## src/rtl/intersect_scheduler.sv

```systemverilog
// Ray/triangle intersect scheduler: issues triangle indices for one ray,
// tracks in-flight tags and reduces returning hits to the nearest one.
module intersect_scheduler #(
  parameter int PIPE_LAT = 3,
  parameter int IDX_W    = 10,
  parameter int T_W      = 27
) (
  input  logic             clk,
  input  logic             rst,
  input  logic             ray_valid,
  output logic             ray_ready,
  input  logic [IDX_W-1:0] tri_count,
  output logic             tri_issue,
  output logic [IDX_W-1:0] tri_idx,
  input  logic             hit_flag,
  input  logic [T_W-1:0]   hit_t,
  output logic             res_valid,
  input  logic             res_ready,
  output logic             res_hit,
  output logic [T_W-1:0]   res_t,
  output logic [IDX_W-1:0] res_idx
);

  typedef enum logic [1:0] {
    IDLE,
    ISSUE,
    DRAIN,
    DONE
  } state_t;

  localparam logic [PIPE_LAT-1:0] LAST =
    (PIPE_LAT)'(1) << (PIPE_LAT - 1);

  state_t           state;
  state_t           nxt;
  logic [IDX_W-1:0] cnt;
  logic [IDX_W-1:0] count;
  logic [PIPE_LAT-1:0] tv;
  logic [IDX_W-1:0] tidx [PIPE_LAT];
  logic             accept;
  logic             ret;
  logic             pending;
  logic             better;

  assign ray_ready = (state == IDLE);
  assign accept    = ray_valid && ray_ready;
  assign tri_issue = (state == ISSUE);
  assign tri_idx   = tri_issue ? cnt : '0;
  assign res_valid = (state == DONE);

  assign ret     = tv[PIPE_LAT-1];
  // Anything still in flight ahead of the final stage keeps us draining
  assign pending = |(tv & ~LAST);
  assign better  = ret && hit_flag && (hit_t < res_t);

  always_comb begin
    nxt = state;
    unique case (state)
      IDLE: begin
        if (accept) begin
          nxt = (tri_count == '0) ? DONE : ISSUE;
        end
      end
      ISSUE: begin
        if (cnt == count - IDX_W'(1)) begin
          nxt = DRAIN;
        end
      end
      DRAIN: begin
        if (!pending) begin
          nxt = DONE;
        end
      end
      DONE: begin
        if (res_ready) begin
          nxt = IDLE;
        end
      end
      default: nxt = IDLE;
    endcase
  end

  always_ff @(posedge clk) begin
    if (rst) begin
      state   <= IDLE;
      cnt     <= '0;
      count   <= '0;
      res_hit <= 1'b0;
      res_t   <= '1;
      res_idx <= '0;
    end else begin
      state <= nxt;
      if (accept) begin
        count   <= tri_count;
        cnt     <= '0;
        res_hit <= 1'b0;
        res_t   <= '1;
        res_idx <= '0;
      end else begin
        if (tri_issue) begin
          cnt <= cnt + IDX_W'(1);
        end
        if (better) begin
          res_hit <= 1'b1;
          res_t   <= hit_t;
          res_idx <= tidx[PIPE_LAT-1];
        end
      end
    end
  end

  always_ff @(posedge clk) begin
    if (rst) begin
      tv <= '0;
      for (int i = 0; i < PIPE_LAT; i++) begin
        tidx[i] <= '0;
      end
    end else begin
      for (int i = PIPE_LAT - 1; i > 0; i--) begin
        tv[i]   <= tv[i-1];
        tidx[i] <= tidx[i-1];
      end
      tv[0]   <= tri_issue;
      tidx[0] <= tri_idx;
    end
  end

endmodule
```

## config.mk

```make
export PLATFORM = sky130hd
export DESIGN_NAME = intersect_scheduler
export DESIGN_NICKNAME = d
export VERILOG_FILES = /design/src/rtl/intersect_scheduler.sv
export SDC_FILE = /design/constraint.sdc
export NUM_CORES = 1
export LEC_CHECK = 0
export ABC_AREA = 1
export CELL_PAD_IN_SITES_DETAIL_PLACEMENT = 0
export CELL_PAD_IN_SITES_GLOBAL_PLACEMENT = 1
export CORE_UTILIZATION = 25
export DETAILED_ROUTE_END_ITERATION = 6
export PLACE_DENSITY = 0.61
export SLEW_MARGIN = 10
export SYNTH_ARGS = -nofsm -noshare
export SYNTH_HDL_FRONTEND = slang
export SYNTH_SLANG_ARGS = --single-unit
export TNS_END_PERCENT = 1
```

## constraint.sdc

```tcl
create_clock -name clk -period 4.39 [get_ports clk]
set_input_delay 0.878 -clock clk [delete_from_list [all_inputs] [get_ports clk]]
set_output_delay 0.878 -clock clk [all_outputs]
set_load 0.05 [all_outputs]
```

# Word level (Yosys, flattened, before mapping)
# Memory sizes are Yosys's and may differ from the RTL's. A register that Yosys moved wholly into a read port is not among the register bits.
# Index checks and enable logic that the tools add are counted.
[totals]
ff_bits = 53
mem_bits_rw = 30
in_bits = 42
output_inout_bits = 51
elab_cells = 42
memories = 1
[classes]
add_sub_neg = 2
n_lt_le_gt_ge = 1
n_eq_ne = 8
muxes = 13
n_bitwise = 3
n_reduce_logical = 8
[mem_list]
columns = ["memory", "words", "width", "rd", "rd_clocked_by_memory_dff", "wr", "line_no", "text"]
rows = [
  ["tidx", 3, 10, 3, 1, 3, "39", "logic [IDX_W-1:0] tidx [PIPE_LAT];"],
]
[op_table]
columns = ["cell", "count"]
rows = [
  ["$mux W10", 4],
  ["$lt A27 B27 Y1", 1],
  ["$add A10 B1 Y10 const B", 1],
  ["$eq A10 B10 Y1", 1],
  ["$logic_not A10 Y1", 1],
  ["$mux W2", 5],
  ["$sub A10 B1 Y10 const B", 1],
  ["$pmux W2 S4", 1],
  ["$ne A2 B1 Y1 const B", 3],
  ["$eq A2 B2 Y1 const B", 2],
  ["$reduce_and A4 Y1", 1],
  ["$reduce_or A2 Y1", 2],
  ["$logic_and A1 B1 Y1", 3],
  ["$mux W1", 3],
  ["$or A1 B1 Y1", 3],
  ["$eq A2 B1 Y1 const B", 1],
  ["$logic_not A2 Y1", 1],
  ["$ne A2 B2 Y1 const B", 1],
]

# Longest topological paths before layout
# Gate-level depths: netlist of the first run.
[depth]
ltp_word = 4
mapped_depth = 15
mapped_depth_nobuf = 15

# Worst setup path before layout of the first run
# No wires, ideal clock.
[synth_timing]
path_type = "register to output"
start = "register state[1]"
end = "output port tri_idx[1]"
arrival_time_ns = 1.704
t_required_ns = 3.512
path_slack_ns = 1.808
stages_incl_launch_ff = 6
path_buffers = 1
cell_sequence = "dfxtp_1 -> inv_1 -> ha_1 -> clkbuf_1 -> nand2_1 -> inv_1"
[synth_via]
elab_chain_cells = 2
[synth_rtl]
columns = ["element", "line_no", "text"]
rows = [
  ["from (decl)", "34", "state_t state;"],
  ["from (signal assigned)", "92", "state <= nxt;"],
  ["$eq A2 B1 Y1", "47", "assign tri_issue = (state == ISSUE);"],
  ["via tri_issue", "13", "output logic tri_issue,"],
  ["$mux W10", "48", "assign tri_idx = tri_issue ? cnt : '0;"],
  ["to (decl)", "14", "output logic [IDX_W-1:0] tri_idx,"],
]
# The timed path passes the listed nets, and every way through them passes these cells.

# Final worst setup path of the first run
[layout_timing]
start = "register state[1]"
end = "output port tri_idx[4]"
[layout_via]
elab_chain_cells = 2
[layout_rtl]
columns = ["element", "line_no"]
rows = [
  ["$eq A2 B1 Y1", "47"],
  ["$mux W10", "48"],
]
# No other way between the ends.

==> results.sh, run 1 <==
export IMPL_post_synth_main_area_contributors="dfxtp_1 40%, inv_1 9.5%, ha_1 8.6%"
export IMPL_firstDrtPassIters=6
export IMPL_startpoint_type="register"
export IMPL_worst_setup_path_end_kind="primary output"
export IMPL_synth_seq_area_share_pct=40.2
export IMPL_place_detailed_hpwl_um=8190
export IMPL_synthDistinctLibCells=39
export IMPL_power_density_nw_per_um2=399
export IMPL_grt_first_pass_wirelength_um=18900
export IMPL_synth_fp_nets=694
export IMPL_maxSlewHeadroom_pct=61.3
export IMPL_asyncSetResetFlopFracSynth_pct=0
export IMPL_setup_total_negative_slack_ns=0
export IMPL_pwr_share_clk_pct=34.3
export IMPL_nNetsFinal=776
export IMPL_crit_arrival_ns=2.40
export IMPL_final_hold_viols=0
export IMPL_final_instance_count_excl_fill=936
export IMPL_hold_path_cell_count=2
export IMPL_synthDominantCellAreaShare_pct=40.2
export IMPL_internal_power_mw=1.61
export IMPL_finalCriticalPeriod_ns=3.28
export IMPL_cp_max_fo=16
export IMPL_cts_repair_resize_count=0
export IMPL_synth_ff_type="dfxtp_1"
export IMPL_number_of_buffers_added_by_the_clock_tree_synthesis_step=9
export IMPL_total_power_mw=2.41
export IMPL_first_global_vias=3844
export IMPL_layout_cells_most_common_list="117 x inv_1, 100 x nand2_1, 93 x dfxtp_1, 92 x clkdlybuf4s50_1, 62 x nor2_1"
export IMPL_hold_buffers=0
export IMPL_cts_htree_levels=3
export IMPL_synth_warning_count=0
export IMPL_most_common_cell_after_layout_fill_and_taps_aside="inv_1"
export IMPL_postRouteAntennaNets=0
export IMPL_r2r_end="res_t[7]"
export IMPL_synth_enable_flop_cells=0
export IMPL_boundaryPins=93
export IMPL_die_height_um=138
export IMPL_diodes=0
export IMPL_dr_total_vias=4023
export IMPL_syn2layout_area_growth_pct=30.4
export IMPL_peakVddDrop_mv=0.283
export IMPL_holdCritPathClass="register to register"
export IMPL_maxSlewViolCount=0
export IMPL_period_share_pct=74.6
export IMPL_gr_total_overflow=0
export IMPL_final_setup_viol_count=0
export IMPL_p_sw_share_pct=33.2
export IMPL_core_area_um2=18100
export IMPL_clock_skew_final_ns=0.0105
export IMPL_cts_tree="yes"
export IMPL_post_cts_setup_buffers=0
export IMPL_worstHoldEndpoint="tidx[1][7]"
export IMPL_net_switching_power_mw=0.801
export IMPL_placed_cells_incl_taps=920
export IMPL_worstMarginPinSlew_ns=0.581
export IMPL_route_detailed_wl_per_inst_um=12.1
export IMPL_detailed_place_area_um2=5720
export IMPL_max_clock_freq_mhz=305
export IMPL_synth_cells=620
export IMPL_number_of_design_rule_violations_left_by_the_first_detailed_router_iteration=200
export IMPL_hp_start="tidx[0][7]"
export IMPL_initial_utilization_pct=25.6
export IMPL_post_route_cell_area_um2=6040
export IMPL_clk_pin_slew_ns=0.07
export IMPL_num_rows=49
export IMPL_worst_ep_required_time_ns=3.51
export IMPL_worst_r2r_cell_count=11
export IMPL_clk_root_buffer_cell="clkbuf_16"
export IMPL_cts_sinks=93
export IMPL_die_area_um2=19100
export IMPL_grt_max_degree=39
export IMPL_die_x_um=138
export IMPL_post_synth_cell_area_avg_um2=7.48
export IMPL_power_share_combinational_pct=26.6
export IMPL_outcome="finished with violations"
export IMPL_rrSetupSlack_ns=2.04
export IMPL_groute_usage_overall_pct=12.3
export IMPL_clock_latency_ns=0.35
export IMPL_ys_ff_latch=93
export IMPL_violations="design-rule violations"
export IMPL_leakage_nw=2.84
export IMPL_post_route_cells_drive_above_1_share_pct=7.78
export IMPL_drc=18
export IMPL_reg2reg_from="res_t[14]"
export IMPL_timing_max_cap_violations=0
export IMPL_postRouteWirelength_um=11300
export IMPL_place_congestion=0.783
export IMPL_most_area_hungry_cell_type_in_the_yosys_netlist="dfxtp_1"
export IMPL_vias_per_cell=4.30
export IMPL_grt_setup_unrepaired="false"
export IMPL_clk_path_buf_depth=2
export IMPL_seqPwrFrac_pct=39.1
export IMPL_grt_antenna_before_repair=0
export IMPL_port_buffer_cells=92
export IMPL_crit_type="register to primary output"
export IMPL_netlist_area_um2=4640
## synth_stat cells (3+ instances only)
master / n
a21oi_1: 31
buf_2: 3
buf_4: 4
buf_6: 6
clkbuf_1: 11
dfxtp_1: 93
ha_1: 32
inv_1: 117
nand2_1: 100
nand2_2: 14
nand3_1: 43
nand4_1: 42
nor2_1: 63
nor2_2: 6
nor3_1: 5
o21ai_0: 13
o21ai_1: 3
xor2_1: 6
## critical path: stages (launching register included)
cell and delay, ns:
dfxtp_1 0.34, inv_1 0.08, ha_1 0.52, nand2_1 0.21
inv_1 0.09, clkdlybuf4s50_1 0.80
## per-layer routing
layer | GRT usage, % | routed length, um
met5 | 0 | 0
met3 | 2.32 | 479
met1 | 16.0 | 5590
met2 | 20.0 | 5080
met4 | 5.20 | 169
## per-stage QoR
stage	setup slack, ns	util, %	hold slack [ns]
after floorplan	1.81	-	0.388
after global placement	1.10	31.6	0.392
after detailed placement	1.06	31.6	0.393
after CTS	1.05	33.4	0.403
after global routing	0.896	33.4	0.422
final	1.11	33.4	0.403
## worst max path at each step
stage / startpoint / to / slack, ns
6_report: state[1] / tri_idx[4] / 1.11
5_1_grt: state[1] / tri_idx[4] / 0.90
4_1_cts: state[1] / tri_idx[4] / 1.05
3_5_place_dp: hit_t[14] / res_t[7] / 1.06
3_3_place_gp: hit_t[26] / res_t[11] / 1.10
2_1_floorplan: state[1] / tri_idx[1] / 1.81
## cell type report
type | count | area (um2)
inverters | 119 | 447
flip-flops and latches | 93 | 1860
fillers | 1885 | 12000
repair buffers | 98 | 966
multi-input cells | 381 | 2160
clock buffers | 11 | 253
clock inverters | 5 | 67.6
well taps | 229 | 287
## cells by family (layout without fill, tap and decap cells)
kind of cell / after synthesis / count (layout) / share of synthesized area, %
buffers and inverters: 146 / 233 / 13.5
AOI/OAI and AO/OA: 55 / 55 / 6.42
DFF: 93 / 93 / 40.2
and+or+nand+nor: 285 / 285 / 29.2
xor gates and xnor gates: 9 / 9 / 2.02
adders and majority gates: 32 / 32 / 8.64
## power groups by stage
stage | clock network, mW | logic (mW) | registers [mW]
2_1_floorplan | 0 | 0.445 | 0.983
3_3_place_gp | 0 | 0.638 | 0.963
3_5_place_dp | 0 | 0.644 | 0.963
4_1_cts | 0.857 | 0.647 | 0.943
5_1_grt | 0.885 | 0.722 | 0.950
6_report | 0.827 | 0.642 | 0.943
## sequential cells by signal, summed over array words and instances (netlist names)
register,flops
count,10
res_t,27
tidx,30
res_idx,10
res_hit,1
state,2
cnt,10
tv,3
Power figures use the tool's default switching activity.
==> run 2, diff against run 1 <==
--- a/config.mk
+++ b/config.mk
@@ -10,7 +10,7 @@
 export CELL_PAD_IN_SITES_GLOBAL_PLACEMENT = 1
 export CORE_UTILIZATION = 25
 export DETAILED_ROUTE_END_ITERATION = 6
-export PLACE_DENSITY = 0.61
+export PLACE_DENSITY = 0.64
 export SLEW_MARGIN = 10
 export SYNTH_ARGS = -nofsm -noshare
 export SYNTH_HDL_FRONTEND = slang
==> constraint.sdc (replaced) <==
create_clock -name clk -period 2.8 [get_ports clk]
set_input_delay 0.56 -clock clk [delete_from_list [all_inputs] [get_ports clk]]
set_output_delay 0.56 -clock clk [all_outputs]
set_load 0.05 [all_outputs]
==> run 2 against run 1 <==
  * Final cell count grew 0.53%
  * Largest cell class unchanged
  * Via count grew 0.75%
  * Core utilization grew 0.20 points
  * Highest routed layer unchanged
  * The flow still finishes with violations (design-rule violations)
==> results.sh, run 2 (same netlist as run 1, synthesis figures left out) <==
export IMPL_place_congestion=0.791
export IMPL_worst_setup_path_end_kind="primary output"
export IMPL_die_x_um=138
export IMPL_seqPwrFrac_pct=39.4
export IMPL_final_setup_viol_count=0
export IMPL_violations="design-rule violations"
export IMPL_route_layer_met1_wl_um=5260
export IMPL_dr_total_vias=4053
export IMPL_layout_filler_cells=1899
export IMPL_number_of_buffers_added_by_the_clock_tree_synthesis_step=9
export IMPL_maxSlewViolCount=0
export IMPL_vias_per_cell=4.31
export IMPL_peakVddDrop_mv=0.453
export IMPL_total_power_mw=3.76
export IMPL_p_sw_share_pct=35.5
export IMPL_cts_tree="yes"
export IMPL_initial_utilization_pct=25.6
export IMPL_route_detailed_wl_per_inst_um=12.1
export IMPL_detailroute_wirelength_met2_um=5460
export IMPL_clk_path_buf_depth=2
export IMPL_finalCriticalPeriod_ns=2.42
export IMPL_postRouteWirelength_um=11400
export IMPL_crit_arrival_ns=1.86
export IMPL_leakage_nw=2.89
export IMPL_first_global_vias=3932
export IMPL_boundaryPins=93
export IMPL_firstDrtPassIters=6
export IMPL_post_cts_setup_buffers=0
export IMPL_worst_hold_slack_ns=0.399
export IMPL_maxSlewHeadroom_pct=62.3
export IMPL_internal_power_mw=2.42
export IMPL_worstMarginPinSlew_ns=0.564
export IMPL_port_buffer_cells=92
export IMPL_worst_ep_required_time_ns=2.24
export IMPL_cts_repair_resize_count=0
export IMPL_clock_skew_final_ns=0.00642
export IMPL_drc=14
export IMPL_clk_pin_slew_ns=0.07
export IMPL_syn2layout_area_growth_pct=31.1
export IMPL_detailed_place_area_um2=5770
export IMPL_holdCritPathClass="register to register"
export IMPL_final_hold_viols=0
export IMPL_grt_first_pass_wirelength_um=19200
export IMPL_clock_latency_ns=0.35
export IMPL_routed_top_layer="met4"
export IMPL_hold_buffers=0
export IMPL_core_area_um2=18100
export IMPL_most_common_cell_after_layout_fill_and_taps_aside="inv_1"
export IMPL_post_route_cell_area_um2=6080
export IMPL_groute_usage_overall_pct=12.6
export IMPL_rrSetupSlack_ns=0.84
export IMPL_postRouteAntennaNets=0
export IMPL_place_detailed_hpwl_um=8570
export IMPL_layout_cells_most_common_list="117 x inv_1, 100 x nand2_1, 93 x dfxtp_1, 82 x clkdlybuf4s50_1, 62 x nor2_1"
export IMPL_nNetsFinal=781
export IMPL_cts_htree_levels=3
export IMPL_number_of_design_rule_violations_left_by_the_first_detailed_router_iteration=180
export IMPL_startpoint_type="register"
export IMPL_power_share_combinational_pct=27.6
export IMPL_register_containing_the_most_flip_flops_in_the_final_layout="tidx"
export IMPL_die_area_um2=19100
export IMPL_period_share_pct=86.5
export IMPL_diodes=0
export IMPL_crit_type="register to primary output"
export IMPL_clk_root_buffer_cell="clkbuf_16"
export IMPL_cts_sinks=93
export IMPL_grt_antenna_before_repair=0
export IMPL_pwr_share_clk_pct=33.1
export IMPL_post_route_cells_drive_above_1_share_pct=9.83
export IMPL_max_clock_freq_mhz=413
export IMPL_gr_total_overflow=0
export IMPL_setup_total_negative_slack_ns=0
export IMPL_grt_setup_unrepaired="false"
export IMPL_power_density_nw_per_um2=618
export IMPL_die_height_um=138
export IMPL_num_rows=49
export IMPL_net_switching_power_mw=1.33
export IMPL_grt_max_degree=38
export IMPL_cp_max_fo=4
export IMPL_largest_reg_flops=30
export IMPL_timing_max_cap_violations=0
export IMPL_reg_largest_list="tidx (30), res_t (27)"
export IMPL_met3WireLength_um=551
export IMPL_outcome="finished with violations"
## run 2: area by class of cell
| type | instances | area (um2) | share of cell area, % |
|---|---|---|---|
| clock buffer | 9 | 225 | 3.70 |
| tap | 229 | 287 | 4.71 |
| sequential | 93 | 1860 | 30.6 |
| timing repair buffer | 103 | 1020 | 16.7 |
| clock inverter | 7 | 81.3 | 1.34 |
| multi-input combinational | 381 | 2160 | 35.6 |
| inverter | 119 | 447 | 7.35 |
## run 2: final timing paths
kind,from,endpoint,depth (start not counted)
worst max-delay path,state[1],ray_ready,3
worst min-delay path,tidx[0][0],tidx[1][0],2
worst max register to register,res_t[26],res_t[13],10
worst min register to register,tidx[0][0],tidx[1][0],2
## run 2: worst max-delay path: stages, from the launching register on
cell             delay (ns)
dfxtp_1                0.35
inv_1                  0.09
ha_1                   0.23
clkdlybuf4s50_1        0.84
## run 2: per-stage QoR
step           setup WS [ns]  cells  utilization [%]
6_report               0.377    941             33.6
5_1_grt                0.311    941             33.6
4_1_cts                0.357    941             33.6
3_5_place_dp           0.193    925             31.9
3_3_place_gp           0.192    925             31.9
2_1_floorplan          0.536    620                -
## run 2: metal layers
layer  track usage, %  vias to the layer above
li1                 -                     2145
met1             15.5                     1805
met2             21.3                       89
met3             3.53                       14
met4             4.08                        0
met5                0                        -
## run 2: power by group through the flow
stage	combinational, mW	sequential, mW	clock, mW
floorplan	0.698	1.54	0
global placement	1.02	1.51	0
detailed placement	1.04	1.51	0
CTS	1.05	1.48	1.30
global route	1.15	1.49	1.35
finish	1.04	1.48	1.24
